### src/rtl/cv_countbit_pkg.sv
// ---------------------------------------------------------------------------
// cv_countbit_pkg
//
// Shared definitions for the cv_countbit family:
//   - clog2()       : constant ceil(log2(value)) helper
//   - cwidth()      : width needed to hold a popcount of an ISIZE-bit word
//                     (CWIDTH = clog2(ISIZE+1))
//   - *_DEF         : default widths used by the streaming counter
// ---------------------------------------------------------------------------
package cv_countbit_pkg;

    localparam int ISIZE_DEF = 32;   // input word width
    localparam int OSIZE_DEF = 16;   // accumulated count width
    localparam int BSIZE_DEF = 12;   // beat counter width

    // ceil(log2(value)); returns 0 for value <= 1.
    function automatic int clog2(input int value);
        int result;
        int v;
        result = 0;
        v      = value - 1;
        while (v > 0) begin
            result = result + 1;
            v      = v >> 1;
        end
        return result;
    endfunction

    // Bits needed to represent 0..isize inclusive.
    function automatic int cwidth(input int isize);
        return clog2(isize + 1);
    endfunction

endpackage

### src/rtl/cv_countbit.sv
// ---------------------------------------------------------------------------
// cv_countbit
//
// Combinational bit counter: counts how many bits of data_i equal CBIT.
//
// Parameters:
//   ISIZE  : input word width
//   CWIDTH : result width (must hold 0..ISIZE)
//   CBIT   : bit value being counted
//
// Ports:
//   data_i  [ISIZE-1:0]  input word
//   count_o [CWIDTH-1:0] number of bits of data_i equal to CBIT
// ---------------------------------------------------------------------------
module cv_countbit
    import cv_countbit_pkg::*;
#(
    parameter int ISIZE  = ISIZE_DEF,
    parameter int CWIDTH = cwidth(ISIZE),
    parameter bit CBIT   = 1'b1
) (
    input  logic [ISIZE-1:0]  data_i,
    output logic [CWIDTH-1:0] count_o
);

    always_comb begin
        count_o = '0;
        for (int i = 0; i < ISIZE; i++) begin
            if (data_i[i] == CBIT) begin
                count_o = count_o + CWIDTH'(1);
            end
        end
    end

endmodule

### src/rtl/cv_countbit_stream.sv
// ---------------------------------------------------------------------------
// cv_countbit_stream
//
// Two-stage streaming bit counter. Each accepted beat of a frame contributes
// the number of its bits equal to the selected bit value; one total per
// frame is delivered on the m_* interface.
//
//   stage 1 : registers the per-beat popcount, the last flag and a valid bit
//   stage 2 : accumulates counts and beats; on the last beat it loads the
//             result registers and clears the accumulator in the same cycle
//
// Handshake (both sides): a transfer happens on a rising clock edge where
// valid and ready are both high. Once m_valid is high, m_valid and all m_*
// fields stay stable until the edge where m_ready is also high. s_ready only
// falls when stage 1 holds a last beat that cannot drain because an older
// result is still waiting to be consumed.
//
// Configuration macro:
//   CV_COUNTBIT_SAT_EN : defined   -> accumulator saturates at 2^OSIZE-1
//                        undefined -> accumulator wraps modulo 2^OSIZE
//   In both builds m_ovf reports that the true sum exceeded 2^OSIZE-1.
//
// Ports:
//   clk, rst_n          clock, synchronous active-low reset
//   cbit_ovr, cbit_sel  runtime override of the counted bit value
//   s_valid/s_ready     input beat handshake
//   s_data [ISIZE-1:0]  input word, s_last marks the final beat of a frame
//   m_valid/m_ready     result handshake
//   m_count [OSIZE-1:0] matching-bit total of the frame
//   m_beats [BSIZE-1:0] beats in the frame (wraps modulo 2^BSIZE)
//   m_ovf               accumulator exceeded 2^OSIZE-1 during the frame
// ---------------------------------------------------------------------------
module cv_countbit_stream
    import cv_countbit_pkg::*;
#(
    parameter int ISIZE    = ISIZE_DEF,
    parameter int OSIZE    = OSIZE_DEF,
    parameter int BSIZE    = BSIZE_DEF,
    parameter bit CBIT_DEF = 1'b1
) (
    input  logic             clk,
    input  logic             rst_n,
    input  logic             cbit_ovr,
    input  logic             cbit_sel,
    input  logic             s_valid,
    output logic             s_ready,
    input  logic [ISIZE-1:0] s_data,
    input  logic             s_last,
    output logic             m_valid,
    input  logic             m_ready,
    output logic [OSIZE-1:0] m_count,
    output logic [BSIZE-1:0] m_beats,
    output logic             m_ovf
);

    localparam int CWIDTH = clog2(ISIZE + 1);

    // -----------------------------------------------------------------------
    // Stage 0: bit selection and combinational popcount
    // -----------------------------------------------------------------------
    logic              cbit;
    logic [ISIZE-1:0]  data_x;
    logic [CWIDTH-1:0] beat_cnt;

    assign cbit = cbit_ovr ? cbit_sel : CBIT_DEF;

    // The counter always counts ones; inverting the word when counting zeros
    // gives popcount(s_data XNOR {ISIZE{cbit}}).
    assign data_x = s_data ^ {ISIZE{~cbit}};

    cv_countbit #(
        .ISIZE  (ISIZE),
        .CWIDTH (CWIDTH),
        .CBIT   (1'b1)
    ) u_count (
        .data_i  (data_x),
        .count_o (beat_cnt)
    );

    // -----------------------------------------------------------------------
    // Registers
    // -----------------------------------------------------------------------
    logic             s1_v_q,     s1_v_d;
    logic             s1_last_q,  s1_last_d;
    logic [OSIZE-1:0] s1_cnt_q,   s1_cnt_d;

    logic [OSIZE-1:0] acc_q,      acc_d;
    logic [BSIZE-1:0] beats_q,    beats_d;
    logic             ovf_q,      ovf_d;

    logic             m_valid_q,  m_valid_d;
    logic [OSIZE-1:0] m_count_q,  m_count_d;
    logic [BSIZE-1:0] m_beats_q,  m_beats_d;
    logic             m_ovf_q,    m_ovf_d;

    // -----------------------------------------------------------------------
    // Handshake
    // -----------------------------------------------------------------------
    logic stall;
    logic s_fire;
    logic s1_adv;

    // Only a last beat can be blocked: it needs the result registers, which
    // are busy while an unconsumed result sits there.
    assign stall   = s1_v_q & s1_last_q & m_valid_q & ~m_ready;
    assign s_ready = ~s1_v_q | ~stall;
    assign s_fire  = s_valid & s_ready;
    assign s1_adv  = s1_v_q & ~stall;

    // -----------------------------------------------------------------------
    // Accumulator arithmetic (OSIZE+1 bits so the carry is visible)
    // -----------------------------------------------------------------------
    logic [OSIZE:0]   sum;
    logic             carry;
    logic [OSIZE-1:0] acc_next;
    logic [BSIZE-1:0] beats_next;

    assign sum        = {1'b0, acc_q} + {1'b0, s1_cnt_q};
    assign carry      = sum[OSIZE];
    assign beats_next = beats_q + BSIZE'(1);

`ifdef CV_COUNTBIT_SAT_EN
    // Once clamped the accumulator stays at all-ones for the rest of the
    // frame; further additions either carry again or add zero.
    assign acc_next = carry ? {OSIZE{1'b1}} : sum[OSIZE-1:0];
`else
    assign acc_next = sum[OSIZE-1:0];
`endif

    // -----------------------------------------------------------------------
    // Stage 1 next state
    // -----------------------------------------------------------------------
    always_comb begin
        s1_v_d    = s1_v_q;
        s1_last_d = s1_last_q;
        s1_cnt_d  = s1_cnt_q;
        if (s_fire) begin
            s1_v_d    = 1'b1;
            s1_last_d = s_last;
            s1_cnt_d  = OSIZE'(beat_cnt);
        end else if (s1_adv) begin
            s1_v_d    = 1'b0;
        end
    end

    // -----------------------------------------------------------------------
    // Stage 2 next state
    // -----------------------------------------------------------------------
    always_comb begin
        acc_d     = acc_q;
        beats_d   = beats_q;
        ovf_d     = ovf_q;
        m_valid_d = m_valid_q;
        m_count_d = m_count_q;
        m_beats_d = m_beats_q;
        m_ovf_d   = m_ovf_q;

        if (m_valid_q && m_ready) begin
            m_valid_d = 1'b0;
        end

        if (s1_adv) begin
            if (s1_last_q) begin
                // Close the frame: publish totals and start the next frame
                // from zero in the same cycle. This also covers the case
                // where the previous result is consumed on this edge.
                m_valid_d = 1'b1;
                m_count_d = acc_next;
                m_beats_d = beats_next;
                m_ovf_d   = ovf_q | carry;
                acc_d     = '0;
                beats_d   = '0;
                ovf_d     = 1'b0;
            end else begin
                acc_d     = acc_next;
                beats_d   = beats_next;
                ovf_d     = ovf_q | carry;
            end
        end
    end

    // -----------------------------------------------------------------------
    // State registers
    // -----------------------------------------------------------------------
    always_ff @(posedge clk) begin
        if (!rst_n) begin
            s1_v_q    <= 1'b0;
            s1_last_q <= 1'b0;
            s1_cnt_q  <= '0;
            acc_q     <= '0;
            beats_q   <= '0;
            ovf_q     <= 1'b0;
            m_valid_q <= 1'b0;
            m_count_q <= '0;
            m_beats_q <= '0;
            m_ovf_q   <= 1'b0;
        end else begin
            s1_v_q    <= s1_v_d;
            s1_last_q <= s1_last_d;
            s1_cnt_q  <= s1_cnt_d;
            acc_q     <= acc_d;
            beats_q   <= beats_d;
            ovf_q     <= ovf_d;
            m_valid_q <= m_valid_d;
            m_count_q <= m_count_d;
            m_beats_q <= m_beats_d;
            m_ovf_q   <= m_ovf_d;
        end
    end

    assign m_valid = m_valid_q;
    assign m_count = m_count_q;
    assign m_beats = m_beats_q;
    assign m_ovf   = m_ovf_q;

endmodule

### config.mk
export PLATFORM = sky130hd
export DESIGN_NAME = cv_countbit_stream
export DESIGN_NICKNAME = d
export VERILOG_FILES = /design/src/rtl/cv_countbit_pkg.sv /design/src/rtl/cv_countbit.sv /design/src/rtl/cv_countbit_stream.sv
export SDC_FILE = /design/constraint.sdc
export NUM_CORES = 1
export LEC_CHECK = 0
export ABC_AREA = 1
export BUFFER_PORTS_ARGS = -buffer_cell sky130_fd_sc_hd__buf_2
export CORE_ASPECT_RATIO = 0.8
export CORE_MARGIN = 2
export CORE_UTILIZATION = 40
export DETAILED_ROUTE_END_ITERATION = 12
export PLACE_DENSITY = 0.54
export SLEW_MARGIN = 20
export SYNTH_ARGS = -nofsm -noshare
export SYNTH_HDL_FRONTEND = slang
export SYNTH_SLANG_ARGS = --single-unit
### constraint.sdc
create_clock -name clk -period 32 [get_ports clk]
set_clock_uncertainty 0.1 [all_clocks]
set_input_delay 0 -clock clk [delete_from_list [all_inputs] [get_ports clk]]
set_output_delay 0 -clock clk [all_outputs]
set_load 0.01 [all_outputs]
==> out/metrics.cfg <==
[sta]
timing.hold.ws_ps = 45.2
finalMaxSlewViolations = 0
fin_crit_sh = 0.455
tightest_slew_ps = 891
slew_headroom = 0.405
period_minus_slack_ps = 14550
hold_violations = 0
setup_viol = 0
tns_ps = 0
rsz0062_at_grt = false
max_freq_mhz = 68.7

[floorplan]
dieArea_um2 = 21300
core_area_um2 = 19800
rows = 46
die_width_um = 163
initial_core_util = 0.408
dieHeight_um = 131
io_pins = 70

[synth]
synth_simple_gate_area_frac = 0.508
synth.distinct_cells = 40
ys_ff_latch = 67
synth.net_count = 1512
ys_seq_area_frac = 0.166
synthXorXnorAreaFrac = 0.0511
synthCells = 1436
avgSynthCellArea_um2 = 5.62
synth_top_family_by_area = simple AND/OR/NAND/NOR gates
synthMuxAreaShare = 0
synth_area_um2 = 8070
synth-adder-area-share = 0.0583
ys_warn_count = 0
synth_compound_gate_area_share = 0.0866

[worst_setup_path]
rr_startpoint = s1_cnt_q[0]
critPathMaxFanout = 9
critPathLaunch = cbit_sel
r2r_slack_ps = 28990
critPathLaunchType = primary input
critical_path_class = primary input to register
r2r_cells = 12
max_stage_delay_ps = 320
reg2reg_to = acc_q[14]
critPathRequiredTime_ps = 32130
crit_top_cell = nand2_1
end_kind = register
crit_path_top_delay_cell = or2_2
cp.arrival_ps = 14670

[layout]
fin_cells = 1773
num-fill-cells = 2167
drive_gt1_frac = 0.163
insertedDiodeCount = 0
multiInputGateArea_um2 = 5690
finalNetCount = 1580
regArea_um2 = 1340
areaGrowthSynthToFinish_pct = 11.5

[clock_network]
htree_num_levels = 3
post_cts_resize_count = 0
cts_tree = done
clock-sinks = 67
cts_setup_buffers = 0
clk_pin_slew_worst_paths_ps = 50
cts_buffers = 9
cts-root-buf = clkbuf_16
clkLatencyLatePin_ps = 330
clockBufferDepth = 2

[min_path]
hold_depth = 2
hold_path.class = primary input to register
hold_end = beats_q[6]
hp-start = rst_n

[power]
power.internal_uw = 331
p_sw_uw = 381
power_frac_seq = 0.128
ir_drop_mv = 0.0378
power.density_nw_per_um2 = 79.1
power_uw = 712
power.share.switching = 0.535
power_frac_comb = 0.749
p_leak_nw = 5.12
clock_power_share = 0.123

[flow_run]
drv_cap = 0

[global_route]
gr-usage-all-layers = 0.173
antenna_found_initial = 0
gr-total-overflow = 0
grt_pass1_vias = 6807
grt_max_degree = 52
grt_pass1_wl_um = 31200

[detailed_routing]
vias = 8105
viasPerCell = 4.57
first_iter_violations = 391
ant_nets = 0
drc = 0
drt_wl_total_um = 18100
dr.pass1.iters = 6
wl_per_cell_um = 10.2

[placed_design]
globalplace.congestion = 0.807
dp.cells = 1752
dp_hpwl_um = 14700
io_buffers = 69

[run_status]
run_status = completed

Yosys cell counts:
cell      number  area [um2]
o21bai_1       3        22.5
o211ai_1       6        45.0
nand3_1      163         816
inv_2         11        41.3
nand2_4        1        11.3
nand2_1      406        1520
inv_1        246         923
o21ai_1       18        90.1
nand2_2       68         425
nand2_8        1        20.0
o22ai_1        5        31.3
ha_1          36         450
dfxtp_1       67        1340
o21ai_2        1        8.76
fa_1           1        20.0
and3_1         2        12.5
or2_2         39         244
nor2_2         4        25.0
nor2_4         1        11.3
nand4_1       14        87.6
nand3_2       29         290
a21boi_1       1        7.51
buf_2          1        5.00
xnor2_1       15         131
a21oi_1       47         235
and3_2         1        7.51
and2_1         1        6.26
nand3b_1      11        82.6
clkbuf_1      19        71.3
o21ai_0       46         230
o21a_1         2        15.0
nor3_2         1        10.0
and2_2         2        15.0
nor3_1        11        55.1
a31oi_1        1        6.26
a211oi_1       1        7.51
nor2_1       121         454
xnor2_4        1        27.5
clkinv_1       3        11.3
xor2_1        29         254
through the flow:
step / instance area, um2 / worst slack, ps / util
after floorplan: 8070 / 18310 / -
after global placement: 8700 / 17390 / 0.439
after detailed placement: 8700 / 17120 / 0.439
after CTS: 9010 / 17420 / 0.455
after global routing: 9010 / 16170 / 0.455
final: 9010 / 17450 / 0.455
sequential cells by signal, indices dropped and copies added (netlist names):
name,count
acc_q,16
m_count,16
beats_q,12
m_beats,12
s1_cnt_q,6
m_ovf,1
m_valid,1
ovf_q,1
s1_last_q,1
s1_v_q,1
what timing repair did:
item                       4_1_cts  5_1_grt
hold buffers                     5        0
hold endpoints to repair         3        0
setup endpoints to repair        0        0
worst max path at each step:
| stage | to | cells past startpoint |
|---|---|---|
| after CTS | s1_cnt_q[4] | 91 |
| final | s1_cnt_q[4] | 91 |
| after global placement | s1_cnt_q[4] | 90 |
| after global routing | s1_cnt_q[4] | 91 |
| after floorplan | s1_cnt_q[4] | 89 |
| after detailed placement | s1_cnt_q[4] | 91 |
worst max-delay path: cells and delay by family:
| kind | cells | cell delay, ps |
|---|---|---|
| simple gates | 46 | 6440 |
| buf+inv | 8 | 630 |
| xor+xnor | 7 | 960 |
| compound gates | 13 | 2070 |
| fa+ha+maj | 17 | 4550 |
power groups by stage:
stage,logic [mW],clock network (mW),registers (mW)
global placement,0.528,0,0.0931
detailed placement,0.533,0,0.0931
CTS,0.537,0.0893,0.0914
floorplan,0.450,0,0.0930
finish,0.533,0.0875,0.0914
global route,0.630,0.0930,0.0920
cell usage in the layout (no fill, tap or decap), types with 18 or more instances in the layout:
master	n
buf_2	69
o21ai_0	46
nand3_1	163
a21oi_1	47
nand3_2	29
inv_1	246
o21ai_1	18
xor2_1	29
or2_2	39
nand2_1	406
nand2_2	68
dfxtp_1	67
nor2_1	119
ha_1	36
cells by family after synthesis:
group | Yosys count
and+or+nand+nor | 876
DFF | 67
xor gates and xnor gates | 45
AOI/OAI and AO/OA | 131
adders and majority gates | 37
buffers and inverters | 280
final cells by class:
cell class                      count  area share
Tap cell                          264      0.0367
Clock buffer                       13      0.0267
Sequential cell                    67       0.149
Timing Repair Buffer               77      0.0464
Inverter                          260       0.108
Multi-Input combinational cell   1089       0.631
Clock inverter                      3     0.00167
per-layer routing:
layer,track usage,vias up,wire length [um]
li1,-,4636,-
met1,0.277,3365,10900
met5,0,-,0
met2,0.245,98,6660
met3,0.0245,6,510
met4,0.0208,0,56
No activity file was read; power rests on OpenSTA's default activity.
